===== src/rtl/aegnn_stage_sched_pkg.sv =====
// Shared types and default sizing for the AEGNN stage scheduler slice.
// The event layout matches one URAM word of the input event FIFO.
package aegnn_stage_sched_pkg;

  localparam int URAM_WIDTH    = 72;
  localparam int NUM_GC_LAYERS = 4;
  localparam int BATCH_EVENTS  = 1024;
  localparam int SCHED_TIMEOUT = 65535;

  typedef enum logic [2:0] {
    IDLE        = 3'd0,
    GRAPH_BUILD = 3'd1,
    GRAPH_CONV  = 3'd2,
    MAXP        = 3'd3,
    FC          = 3'd4
  } func_stage_e;

  typedef struct packed {
    logic        valid;
    logic [5:0]  rsvd;
    logic        polarity;
    logic [15:0] x;
    logic [15:0] y;
    logic [31:0] ts;
  } event_s;

  // Counter/index width that never collapses to zero bits.
  function automatic int min1_clog2(input int n);
    return (n > 1) ? $clog2(n) : 1;
  endfunction

endpackage


===== src/rtl/aegnn_stage_sched_if.sv =====
// Event-FIFO and engine start/done bundle for the stage scheduler.
// master = scheduler side, slave = FIFO / compute-engine side.
interface aegnn_stage_sched_if #(
  parameter int NUM_LAYERS   = aegnn_stage_sched_pkg::NUM_GC_LAYERS,
  parameter int BATCH_EVENTS = aegnn_stage_sched_pkg::BATCH_EVENTS
);
  import aegnn_stage_sched_pkg::*;

  localparam int LAYER_W = min1_clog2(NUM_LAYERS);
  localparam int CNT_W   = min1_clog2(BATCH_EVENTS + 1);

  logic               ev_valid;
  logic               ev_ready;
  event_s             ev_data;
  logic               flush;
  event_s             cur_ev;
  func_stage_e        stage;
  logic               gb_start;
  logic               gb_done;
  logic               gc_start;
  logic [LAYER_W-1:0] gc_layer;
  logic               gc_done;
  logic               mp_start;
  logic               mp_done;
  logic               fc_start;
  logic               fc_done;
  logic               frame_done;
  logic [CNT_W-1:0]   ev_cnt;
  logic               err_timeout;

  modport master (
    input  ev_valid, ev_data, flush, gb_done, gc_done, mp_done, fc_done,
    output ev_ready, cur_ev, stage, gb_start, gc_start, gc_layer, mp_start,
           fc_start, frame_done, ev_cnt, err_timeout
  );

  modport slave (
    output ev_valid, ev_data, flush, gb_done, gc_done, mp_done, fc_done,
    input  ev_ready, cur_ev, stage, gb_start, gc_start, gc_layer, mp_start,
           fc_start, frame_done, ev_cnt, err_timeout
  );

endinterface


===== src/rtl/aegnn_stage_watchdog.sv =====
// Per-stage cycle counter; expired flags the TIMEOUT_CYC-th cycle spent in one stage.
// TIMEOUT_CYC = 0 disables expiry; the counter saturates instead of wrapping.
module aegnn_stage_watchdog #(
  parameter int TIMEOUT_CYC = aegnn_stage_sched_pkg::SCHED_TIMEOUT
) (
  input  logic clk,
  input  logic rst,
  input  logic stage_entry,
  input  logic active,
  output logic expired
);
  import aegnn_stage_sched_pkg::*;

  localparam int              WD_W    = min1_clog2(TIMEOUT_CYC + 1);
  localparam logic [WD_W-1:0] CNT_MAX = '1;
  localparam logic [WD_W-1:0] LIMIT   = (TIMEOUT_CYC > 0) ? WD_W'(TIMEOUT_CYC - 1) : '0;
  localparam logic            ENABLED = (TIMEOUT_CYC > 0);

  logic [WD_W-1:0] cnt_r;

  // Cycles already spent in the current stage; cleared on the edge that enters a stage.
  always_ff @(posedge clk) begin
    if (rst) begin
      cnt_r <= '0;
    end else if (stage_entry || !active) begin
      cnt_r <= '0;
    end else if (cnt_r != CNT_MAX) begin
      cnt_r <= cnt_r + 1'b1;
    end else begin
      cnt_r <= cnt_r;
    end
  end

  assign expired = ENABLED && active && (cnt_r == LIMIT);

endmodule


===== src/rtl/aegnn_stage_sched.sv =====
// Stage sequencer: GRAPH_BUILD then NUM_LAYERS x GRAPH_CONV per event,
// then MAXP and FC once a frame is complete or a flush is pending.
module aegnn_stage_sched #(
  parameter int NUM_LAYERS   = aegnn_stage_sched_pkg::NUM_GC_LAYERS,
  parameter int BATCH_EVENTS = aegnn_stage_sched_pkg::BATCH_EVENTS,
  parameter int TIMEOUT_CYC  = aegnn_stage_sched_pkg::SCHED_TIMEOUT
) (
  input logic                 clk,
  input logic                 rst,
  aegnn_stage_sched_if.master bus
);
  import aegnn_stage_sched_pkg::*;

  localparam int                 LAYER_W    = min1_clog2(NUM_LAYERS);
  localparam int                 CNT_W      = min1_clog2(BATCH_EVENTS + 1);
  localparam logic [LAYER_W-1:0] LAST_LAYER = LAYER_W'(NUM_LAYERS - 1);
  localparam logic [CNT_W-1:0]   FRAME_LEN  = CNT_W'(BATCH_EVENTS);

  func_stage_e        stage_r, stage_s;
  event_s             cur_ev_r, cur_ev_s;
  logic [LAYER_W-1:0] gc_layer_r, gc_layer_s;
  logic [CNT_W-1:0]   ev_cnt_r, ev_cnt_s;
  logic               flush_pend_r, flush_pend_s, flush_clr_s;
  logic               err_timeout_r, err_timeout_s;
  logic               gb_start_r, gb_start_s, gc_start_r, gc_start_s;
  logic               mp_start_r, mp_start_s, fc_start_r, fc_start_s;
  logic               frame_done_r, frame_done_s;
  logic               stage_entry_s, wd_expired_s;

  aegnn_stage_watchdog #(.TIMEOUT_CYC(TIMEOUT_CYC)) u_watchdog (
    .clk        (clk),
    .rst        (rst),
    .stage_entry(stage_entry_s),
    .active     (stage_r != IDLE),
    .expired    (wd_expired_s)
  );

  // Next-state and next-output decode; every start pulse is raised on the entering edge.
  always_comb begin
    stage_s       = stage_r;
    cur_ev_s      = cur_ev_r;
    gc_layer_s    = gc_layer_r;
    ev_cnt_s      = ev_cnt_r;
    err_timeout_s = err_timeout_r;
    flush_clr_s   = 1'b0;
    gb_start_s    = 1'b0;
    gc_start_s    = 1'b0;
    mp_start_s    = 1'b0;
    fc_start_s    = 1'b0;
    frame_done_s  = 1'b0;
    if (wd_expired_s) begin
      stage_s       = IDLE;
      err_timeout_s = 1'b1;
      ev_cnt_s      = '0;
      flush_clr_s   = 1'b1;
    end else begin
      case (stage_r)
        IDLE: begin
          if (flush_pend_r) begin
            if (ev_cnt_r != '0) begin
              stage_s    = MAXP;
              mp_start_s = 1'b1;
            end else begin
              flush_clr_s = 1'b1;
            end
          end else if (bus.ev_valid && bus.ev_data.valid) begin
            cur_ev_s   = bus.ev_data;
            stage_s    = GRAPH_BUILD;
            gb_start_s = 1'b1;
          end else begin
            stage_s = IDLE;
          end
        end
        GRAPH_BUILD: begin
          if (bus.gb_done) begin
            stage_s    = GRAPH_CONV;
            gc_layer_s = '0;
            gc_start_s = 1'b1;
          end else begin
            stage_s = GRAPH_BUILD;
          end
        end
        GRAPH_CONV: begin
          if (bus.gc_done && (gc_layer_r != LAST_LAYER)) begin
            gc_layer_s = gc_layer_r + 1'b1;
            gc_start_s = 1'b1;
          end else if (bus.gc_done) begin
            ev_cnt_s = ev_cnt_r + 1'b1;
            if (((ev_cnt_r + 1'b1) == FRAME_LEN) || flush_pend_r) begin
              stage_s    = MAXP;
              mp_start_s = 1'b1;
            end else begin
              stage_s = IDLE;
            end
          end else begin
            stage_s = GRAPH_CONV;
          end
        end
        MAXP: begin
          if (bus.mp_done) begin
            stage_s    = FC;
            fc_start_s = 1'b1;
          end else begin
            stage_s = MAXP;
          end
        end
        FC: begin
          if (bus.fc_done) begin
            stage_s      = IDLE;
            frame_done_s = 1'b1;
            ev_cnt_s     = '0;
            flush_clr_s  = 1'b1;
          end else begin
            stage_s = FC;
          end
        end
        default: begin
          stage_s = IDLE;
        end
      endcase
    end
  end

  // A flush arriving in the same cycle as a clear still leaves a request pending.
  assign flush_pend_s  = (flush_pend_r && !flush_clr_s) || bus.flush;
  assign stage_entry_s = gb_start_s | gc_start_s | mp_start_s | fc_start_s;

  // State and registered-output update.
  always_ff @(posedge clk) begin
    if (rst) begin
      stage_r       <= IDLE;
      cur_ev_r      <= '0;
      gc_layer_r    <= '0;
      ev_cnt_r      <= '0;
      flush_pend_r  <= 1'b0;
      err_timeout_r <= 1'b0;
      gb_start_r    <= 1'b0;
      gc_start_r    <= 1'b0;
      mp_start_r    <= 1'b0;
      fc_start_r    <= 1'b0;
      frame_done_r  <= 1'b0;
    end else begin
      stage_r       <= stage_s;
      cur_ev_r      <= cur_ev_s;
      gc_layer_r    <= gc_layer_s;
      ev_cnt_r      <= ev_cnt_s;
      flush_pend_r  <= flush_pend_s;
      err_timeout_r <= err_timeout_s;
      gb_start_r    <= gb_start_s;
      gc_start_r    <= gc_start_s;
      mp_start_r    <= mp_start_s;
      fc_start_r    <= fc_start_s;
      frame_done_r  <= frame_done_s;
    end
  end

  assign bus.ev_ready    = (stage_r == IDLE) && !flush_pend_r && !rst;
  assign bus.cur_ev      = cur_ev_r;
  assign bus.stage       = stage_r;
  assign bus.gb_start    = gb_start_r;
  assign bus.gc_start    = gc_start_r;
  assign bus.gc_layer    = gc_layer_r;
  assign bus.mp_start    = mp_start_r;
  assign bus.fc_start    = fc_start_r;
  assign bus.frame_done  = frame_done_r;
  assign bus.ev_cnt      = ev_cnt_r;
  assign bus.err_timeout = err_timeout_r;

endmodule

===== src/flat_wrapper.sv =====
// flat-port wrapper written by rule: the top's interface ports become plain ports
module aegnn_stage_sched_flat import aegnn_stage_sched_pkg::*;
#(
  parameter int NUM_LAYERS   = aegnn_stage_sched_pkg::NUM_GC_LAYERS,
  parameter int BATCH_EVENTS = aegnn_stage_sched_pkg::BATCH_EVENTS,
  parameter int TIMEOUT_CYC  = aegnn_stage_sched_pkg::SCHED_TIMEOUT
)
  (clk, rst, bus_ev_valid, bus_ev_data, bus_flush, bus_gb_done, bus_gc_done, bus_mp_done, bus_fc_done, bus_ev_ready, bus_cur_ev, bus_stage, bus_gb_start, bus_gc_start, bus_gc_layer, bus_mp_start, bus_fc_start, bus_frame_done, bus_ev_cnt, bus_err_timeout);
  aegnn_stage_sched_if #(.NUM_LAYERS(NUM_LAYERS), .BATCH_EVENTS(BATCH_EVENTS)) bus_i ();
  input logic clk;
  input logic rst;
  input wire logic [$bits(bus_i.ev_valid)-1:0] bus_ev_valid;
  input wire logic [$bits(bus_i.ev_data)-1:0] bus_ev_data;
  input wire logic [$bits(bus_i.flush)-1:0] bus_flush;
  input wire logic [$bits(bus_i.gb_done)-1:0] bus_gb_done;
  input wire logic [$bits(bus_i.gc_done)-1:0] bus_gc_done;
  input wire logic [$bits(bus_i.mp_done)-1:0] bus_mp_done;
  input wire logic [$bits(bus_i.fc_done)-1:0] bus_fc_done;
  output wire logic [$bits(bus_i.ev_ready)-1:0] bus_ev_ready;
  output wire logic [$bits(bus_i.cur_ev)-1:0] bus_cur_ev;
  output wire logic [$bits(bus_i.stage)-1:0] bus_stage;
  output wire logic [$bits(bus_i.gb_start)-1:0] bus_gb_start;
  output wire logic [$bits(bus_i.gc_start)-1:0] bus_gc_start;
  output wire logic [$bits(bus_i.gc_layer)-1:0] bus_gc_layer;
  output wire logic [$bits(bus_i.mp_start)-1:0] bus_mp_start;
  output wire logic [$bits(bus_i.fc_start)-1:0] bus_fc_start;
  output wire logic [$bits(bus_i.frame_done)-1:0] bus_frame_done;
  output wire logic [$bits(bus_i.ev_cnt)-1:0] bus_ev_cnt;
  output wire logic [$bits(bus_i.err_timeout)-1:0] bus_err_timeout;
  assign bus_i.ev_valid = bus_ev_valid;
  assign bus_i.ev_data = bus_ev_data;
  assign bus_i.flush = bus_flush;
  assign bus_i.gb_done = bus_gb_done;
  assign bus_i.gc_done = bus_gc_done;
  assign bus_i.mp_done = bus_mp_done;
  assign bus_i.fc_done = bus_fc_done;
  assign bus_ev_ready = bus_i.ev_ready;
  assign bus_cur_ev = bus_i.cur_ev;
  assign bus_stage = bus_i.stage;
  assign bus_gb_start = bus_i.gb_start;
  assign bus_gc_start = bus_i.gc_start;
  assign bus_gc_layer = bus_i.gc_layer;
  assign bus_mp_start = bus_i.mp_start;
  assign bus_fc_start = bus_i.fc_start;
  assign bus_frame_done = bus_i.frame_done;
  assign bus_ev_cnt = bus_i.ev_cnt;
  assign bus_err_timeout = bus_i.err_timeout;
  aegnn_stage_sched #(.NUM_LAYERS(NUM_LAYERS), .BATCH_EVENTS(BATCH_EVENTS), .TIMEOUT_CYC(TIMEOUT_CYC)) u_core (.clk(clk), .rst(rst), .bus(bus_i));
endmodule

===== config.mk =====
export PLATFORM = sky130hd
export DESIGN_NAME = aegnn_stage_sched_flat
export DESIGN_NICKNAME = d
export VERILOG_FILES = /design/src/rtl/aegnn_stage_sched_pkg.sv /design/src/rtl/aegnn_stage_sched_if.sv /design/src/rtl/aegnn_stage_watchdog.sv /design/src/rtl/aegnn_stage_sched.sv /design/src/flat_wrapper.sv
export SDC_FILE = /design/constraint.sdc
export NUM_CORES = 1
export LEC_CHECK = 0
export ABC_AREA = 1
export BUFFER_PORTS_ARGS = -buffer_cell sky130_fd_sc_hd__buf_2
export CAP_MARGIN = 15
export CORE_AREA = 2 2 118 166
export DETAILED_ROUTE_END_ITERATION = 8
export DIE_AREA = 0 0 120 168
export HOLD_SLACK_MARGIN = 0.08
export PLACE_DENSITY_LB_ADDON = 0.25
export SYNTH_ARGS = -nofsm -noshare
export SYNTH_HDL_FRONTEND = slang
export SYNTH_SLANG_ARGS = --single-unit
export TNS_END_PERCENT = 10

===== constraint.sdc =====
create_clock -name clk -period 1.66 [get_ports clk]
set_input_delay 0.332 -clock clk [delete_from_list [all_inputs] [get_ports clk]]
set_output_delay 0.332 -clock clk [all_outputs]
set_load 0.02 [all_outputs]

==> flow_summary.ini, run 1 <==
[routing]
routed_wl_microns = 13880
vias = 4664
ant_nets = 0
drt-initial-drc-count = 158
firstDrtPassIters = 4
drcViolationCount = 0
viasPerCell = 4.248
wl_per_cell_microns = 12.64

[cells_and_area]
insertedDiodeCount = 0
stdcell_area_sq_um = 6771
regArea_sq_um = 2241
drive_above_1_share = 0.4047
area_growth_pct = 46.55
multiInputGateArea_sq_um = 2248
n_fill_cell = 2056
nNetsFinal = 931

[place]
post-dp-hpwl_microns = 9951
port_buffers = 174
placed_area_sq_um = 6296
gp_congestion = 0.8369
place_ws_ns = -0.1439

[clocking]
path_clk_slew_ns = 0.08
clk_latency_ns = 0.36
cts_tree = done
cts_sinks = 111
numCtsBuffers = 9
cts.htree.levels = 3
clock_path_buffers = 2
root_buffer = clkbuf_16
holdBufCountCts = 0

[timing]
clock-skew-final_ns = 0.01075
rsz0062_at_grt = true
hold_viol = 0
finalSetupViolCount = 21
relSlewSlack = 0.7580
fmax_mhz = 538.9
worstMarginPinSlew_ns = 0.3597
maxSlewViolCount = 0
timing.final.ws_setup_ns = -0.1956
fin_crit_sh = 1.118
setup_tns_ns = -3.303
period_needed_ns = 1.856

[die]
rows = 60
die_y_microns = 168
ios = 175
dieArea_sq_um = 20160
die_x_microns = 120
start_util = 0.2452
core_sq_um = 18840

[synthesis]
ys_warn_count = 0
synth-compound-area-share = 0.1175
synthFlopType = dfxtp_1
synthMuxAreaShare = 0
syn-num-nets = 694
syn_area_sq_um = 4621
synth-xor-area-share = 0.02275
ys_seq_area_frac = 0.4809
synth_top_family_by_area = simple AND/OR/NAND/NOR gates
syn-instance-count = 609
synth_area_per_cell_sq_um = 7.587
async_flop_share = 0
synth_cell_types = 34
synth_simple_gate_area_share = 0.3100
yosys_register_bits = 111
synth-edff-count = 0
synthAdderAreaFrac = 0.01354

[outcome]
violations = negative setup slack
outcome = complete, but fails checks

[pwr]
powerDensity_nw_per_um2 = 975.5
irDropWorstVdd_v = 0.0004093
p_leak_nw = 2.999

[worst_setup_path]
cp-start-kind = flop
cp.required_ns = 1.91
end_kind = flop
cp_slowest_cell = dfxtp_4
crit_top_cell = nand2_1
crit_arrival_ns = 2.10
path_max_fanout = 8
worstSetupPathType = flop to flop
cp_slowest_stage_delay_ns = 0.37
path_cells = ha_4 -> nand2_4 -> o21ai_1 -> nand2_2 -> nor2_2 -> nand2_1 -> nor2_1 -> nand2_1 -> nand2_2 -> nand2_1 -> nand2_1 -> nand2_2 -> nand2_4 -> buf_12 -> nor2_4

[global_routing]
antenna_found_initial = 1
grt_pass1_vias = 4451
overflow = 0
grt_usage = 0.1372
grt_pass1_wl_microns = 21960
grt_max_degree = 76

[job]
drv_cap = 0

[min_path]
min_path_type = input pin to flop
==> worst max-delay path: cells and delay by family, from the launching register on <==
kind                       cells  cell delay [ns]
buffers and inverters          1             0.16
adders and majority gates      1             0.15
DFF                            1             0.37
AOI/OAI and AO/OA              1             0.17
and+or+nand+nor               12             0.89
==> flip-flops by register name, indices dropped and copies added, names as in the netlist, 2 cells and up <==
| name | count |
|---|---|
| u_core.u_watchdog.cnt_r | 16 |
| u_core.bus.gc_layer | 2 |
| u_core.bus.ev_cnt | 11 |
| u_core.bus.cur_ev | 72 |
| u_core.bus.stage | 3 |
==> Yosys cell counts (all sizes together) (2+ instances only) <==
cell / count / area share
ha: 5 / 0.014
o22ai: 2 / 0.0027
nand3: 23 / 0.027
inv: 34 / 0.028
xor2: 9 / 0.017
nand2: 212 / 0.18
o21ai: 11 / 0.012
buf: 9 / 0.013
xnor2: 3 / 0.0057
a21oi: 88 / 0.096
clkbuf: 17 / 0.014
nor3: 6 / 0.014
nor2: 61 / 0.071
dfxtp: 111 / 0.48
nand4: 9 / 0.015
or2: 3 / 0.0046
==> per-layer routing <==
layer  track usage  vias up  wire length [microns]
met2        0.2473       95                   7290
li1              -     2423                      -
met1        0.1504     2127                   5595
met3       0.03896       17                    695
met5             0        -                     13
met4       0.05371        2                    285
==> cell families (layout without fill, tap and decap cells) <==
family,after synthesis,after routing
xor+xnor,12,12
flops,111,111
fa+ha+maj,5,5
simple gates,315,315
compound gates,105,105
buf+inv,61,302
==> stage by stage <==
stage	hold WS [ns]	utilization	total power, mW	cells
finish	0.2027	0.3594	6.605	1098
floorplan	0.4660	-	3.855	609
global placement	0.4486	0.3341	4.496	1073
global route	0.1935	0.3594	6.973	1098
detailed placement	0.4529	0.3341	4.498	1073
CTS	0.1884	0.3552	6.699	1096
==> final timing paths <==
| kind | startpoint | to | slack (ns) | depth (start not counted) |
|---|---|---|---|---|
| min reg2reg | u_core.bus.cur_ev[63]$_SDFFE_PP0P_ | u_core.bus.cur_ev[63]$_SDFFE_PP0P_ | 0.46 | 2 |
| max | u_core.bus.ev_cnt[0]$_SDFFE_PP0P_ | u_core.u_watchdog.cnt_r[12]$_SDFFE_PP0P_ | -0.20 | 15 |
| min | bus_ev_data[14] | u_core.bus.cur_ev[14]$_SDFFE_PP0P_ | 0.20 | 3 |
| max reg2reg | u_core.bus.ev_cnt[0]$_SDFFE_PP0P_ | u_core.u_watchdog.cnt_r[12]$_SDFFE_PP0P_ | -0.20 | 15 |
==> power breakdown <==
part / total, mW / internal, mW / leakage [nW] / switching (mW)
combinational: 1.57 / 0.631 / 1.97 / 0.938
sequential: 2.92 / 2.83 / 0.906 / 0.0891
clock: 2.12 / 1.04 / 0.128 / 1.08
==> placed cells by master, fill, tap and decap left out, types with 8 or more instances in the layout <==
master     synthesis  routed
a21oi_1           87      85
buf_2              8     173
buf_4              0      67
clkbuf_16          0       9
dfxtp_1          111     100
dfxtp_2            0       9
inv_1             29      26
nand2_1          206     197
nand2_2            5      13
nand3_1           21      17
nand4_1            8       8
nor2_1            45      37
nor2_2             4      11
nor2_4            12      13
o21ai_0            8       8
xor2_1             9       8
==> what timing repair did <==
item                       4_1_cts  5_1_grt
pin swaps                        6        7
gates resized for setup         19       22
setup buffers                    8        2
setup endpoints to repair       43      109
==> area by class of cell <==
type,count,area share
inverters,35,0.02014
multi-input cells,437,0.3320
repair buffers,252,0.2299
clock buffers,9,0.03326
clock inverters,6,0.007945
flip-flops and latches,111,0.3309
well taps,248,0.04582
Power figures use the tool's default switching activity.
==> run 2, diff against run 1 <==
BUFFER_PORTS_ARGS = default   (was -buffer_cell sky130_fd_sc_hd__buf_2)
DONT_BUFFER_PORTS = 1   (was default)
==> flow_summary.ini, run 2 (synthesized netlist as in run 1, its figures left out) <==
[outcome]
outcome = complete, but fails checks
violations = negative setup slack

[routing]
ant_nets = 0
firstDrtPassIters = 5
wl_per_cell_microns = 13.86
routed_wl_microns = 12960
vias = 4073
drcViolationCount = 0
drt-initial-drc-count = 200
viasPerCell = 4.356

[worst_setup_path]
cp-start-kind = flop
end_kind = flop
worstSetupPathType = flop to flop
cp_slowest_stage_delay_ns = 0.38
worst-r2r-cell-count = 15
r2r-end = u_core.u_watchdog.cnt_r[11]$_SDFFE_PP0P_
path_max_fanout = 8
cp_slowest_cell = dfxtp_4
crit_top_cell = nand2_1
rrSetupSlack_ns = -0.15
reg2reg_from = u_core.bus.ev_cnt[0]$_SDFFE_PP0P_
crit_arrival_ns = 2.05
cp.required_ns = 1.90
path_cells = ha_4 -> nand2_4 -> nor2_4 -> nand3_2 -> nand2_2 -> nand2_1 -> nor2_1 -> nand2_1 -> nand2_1 -> nand2_1 -> nand2_1 -> nand2_2 -> nand2_4 -> buf_16 -> nor2_4

[cells_and_area]
fin_util = 0.3147
nNetsFinal = 767
insertedDiodeCount = 0
stdcell_area_sq_um = 5929
final_cell_mix = nand2_1 (205), dfxtp_1 (99), a21oi_1 (86), buf_4 (80), nor2_1 (40)
largest_register_ffs = 72
drive_above_1_share = 0.2387
area_growth_pct = 28.32
final_common_cell = nand2_1
finalNonFillerCells = 935

[clocking]
clock_path_buffers = 2
root_buffer = clkbuf_16
cts_sinks = 111
cts.htree.levels = 3
cts_tree = done
numCtsBuffers = 9
clk_latency_ns = 0.36
path_clk_slew_ns = 0.08

[die]
dieArea_sq_um = 20160
ios = 175
die_x_microns = 120
rows = 60
die_y_microns = 168
start_util = 0.2452
core_sq_um = 18840

[timing]
fmax_mhz = 552.2
timing.final.ws_setup_ns = -0.1509
worstMarginPinSlew_ns = 0.3573
finalSetupViolCount = 20
rsz0062_at_grt = true
hold_viol = 0
period_needed_ns = 1.811
fin_crit_sh = 1.091
whs_ns = 0.03130
maxSlewViolCount = 0
clock-skew-final_ns = 0.01015
relSlewSlack = 0.7593
setup_tns_ns = -2.435

[place]
post-dp-hpwl_microns = 9434
gp_congestion = 0.7976
port_buffers = 0
place_ws_ns = -0.1466
dp.cells = 913
placed_area_sq_um = 5518

[global_routing]
grt_usage = 0.1260
overflow = 0
grt_pass1_vias = 3815
grt_pass1_wl_microns = 20020
grt_max_degree = 83
antenna_found_initial = 0

[min_path]
min_path_type = input pin to flop
hold_start = rst
holdPathStages = 1
hold_end = u_core.bus.cur_ev[15]$_SDFFE_PP0P_

[pwr]
p_total_mw = 6.416
irDropWorstVdd_v = 0.0004993
p_leak_nw = 2.238
powerDensity_nw_per_um2 = 1082

[job]
drv_cap = 0
run 2: final cells by class:
type,count,area [sq um]
Fill cell,2033,12910
Inverter,35,133.9
Clock inverter,6,57.56
Tap cell,248,310.3
Timing Repair Buffer,88,750.7
Multi-Input combinational cell,437,2206
Clock buffer,10,229.0
Sequential cell,111,2242
run 2: report_power, final:
group          internal [mW]  leakage, nW  switching, mW  total, mW
logic                  0.499         1.19          0.647       1.15
clock network           1.06        0.142           1.08       2.14
registers               2.83        0.906          0.294       3.13
run 2: worst max-delay path, delay by kind of cell, from the launching register on:
family	cells	cell delay, ns
and+or+nand+nor	13	1.01
DFF	1	0.38
buffers and inverters	1	0.17
adders and majority gates	1	0.15
run 2: how the worst max path moves through the flow:
stage / from / to / slack [ns] / cells past startpoint
after floorplan: u_core.bus.ev_cnt[1]$_SDFFE_PP0P_ / u_core.u_watchdog.cnt_r[6]$_SDFFE_PP0P_ / -0.06 / 15
after global placement: u_core.bus.ev_cnt[0]$_SDFFE_PP0P_ / u_core.u_watchdog.cnt_r[15]$_SDFFE_PP0P_ / -0.12 / 15
after detailed placement: u_core.bus.ev_cnt[0]$_SDFFE_PP0P_ / u_core.u_watchdog.cnt_r[1]$_SDFFE_PP0P_ / -0.15 / 16
after CTS: u_core.bus.ev_cnt[0]$_SDFFE_PP0P_ / u_core.u_watchdog.cnt_r[11]$_SDFFE_PP0P_ / -0.15 / 15
after global routing: u_core.bus.ev_cnt[0]$_SDFFE_PP0P_ / u_core.u_watchdog.cnt_r[11]$_SDFFE_PP0P_ / -0.30 / 16
final: u_core.bus.ev_cnt[0]$_SDFFE_PP0P_ / u_core.u_watchdog.cnt_r[11]$_SDFFE_PP0P_ / -0.15 / 15
run 2: metal layers:
layer,GRT usage,vias to the layer above,part of all wire
met5,0,-,0
met1,0.1464,1859,0.42
met4,0.04655,0,0.016
met2,0.2167,105,0.51
li1,-,2097,-
met3,0.03828,12,0.057
run 2: repair_timing:
action | CTS | global route
resized for setup | 12 | 10
buffers inserted | 4 | 1
endpoints found under the hold margin | 78 | 78
gates cloned | 1 | 0
endpoints found under the setup margin | 34 | 40
pin swaps | 2 | 2
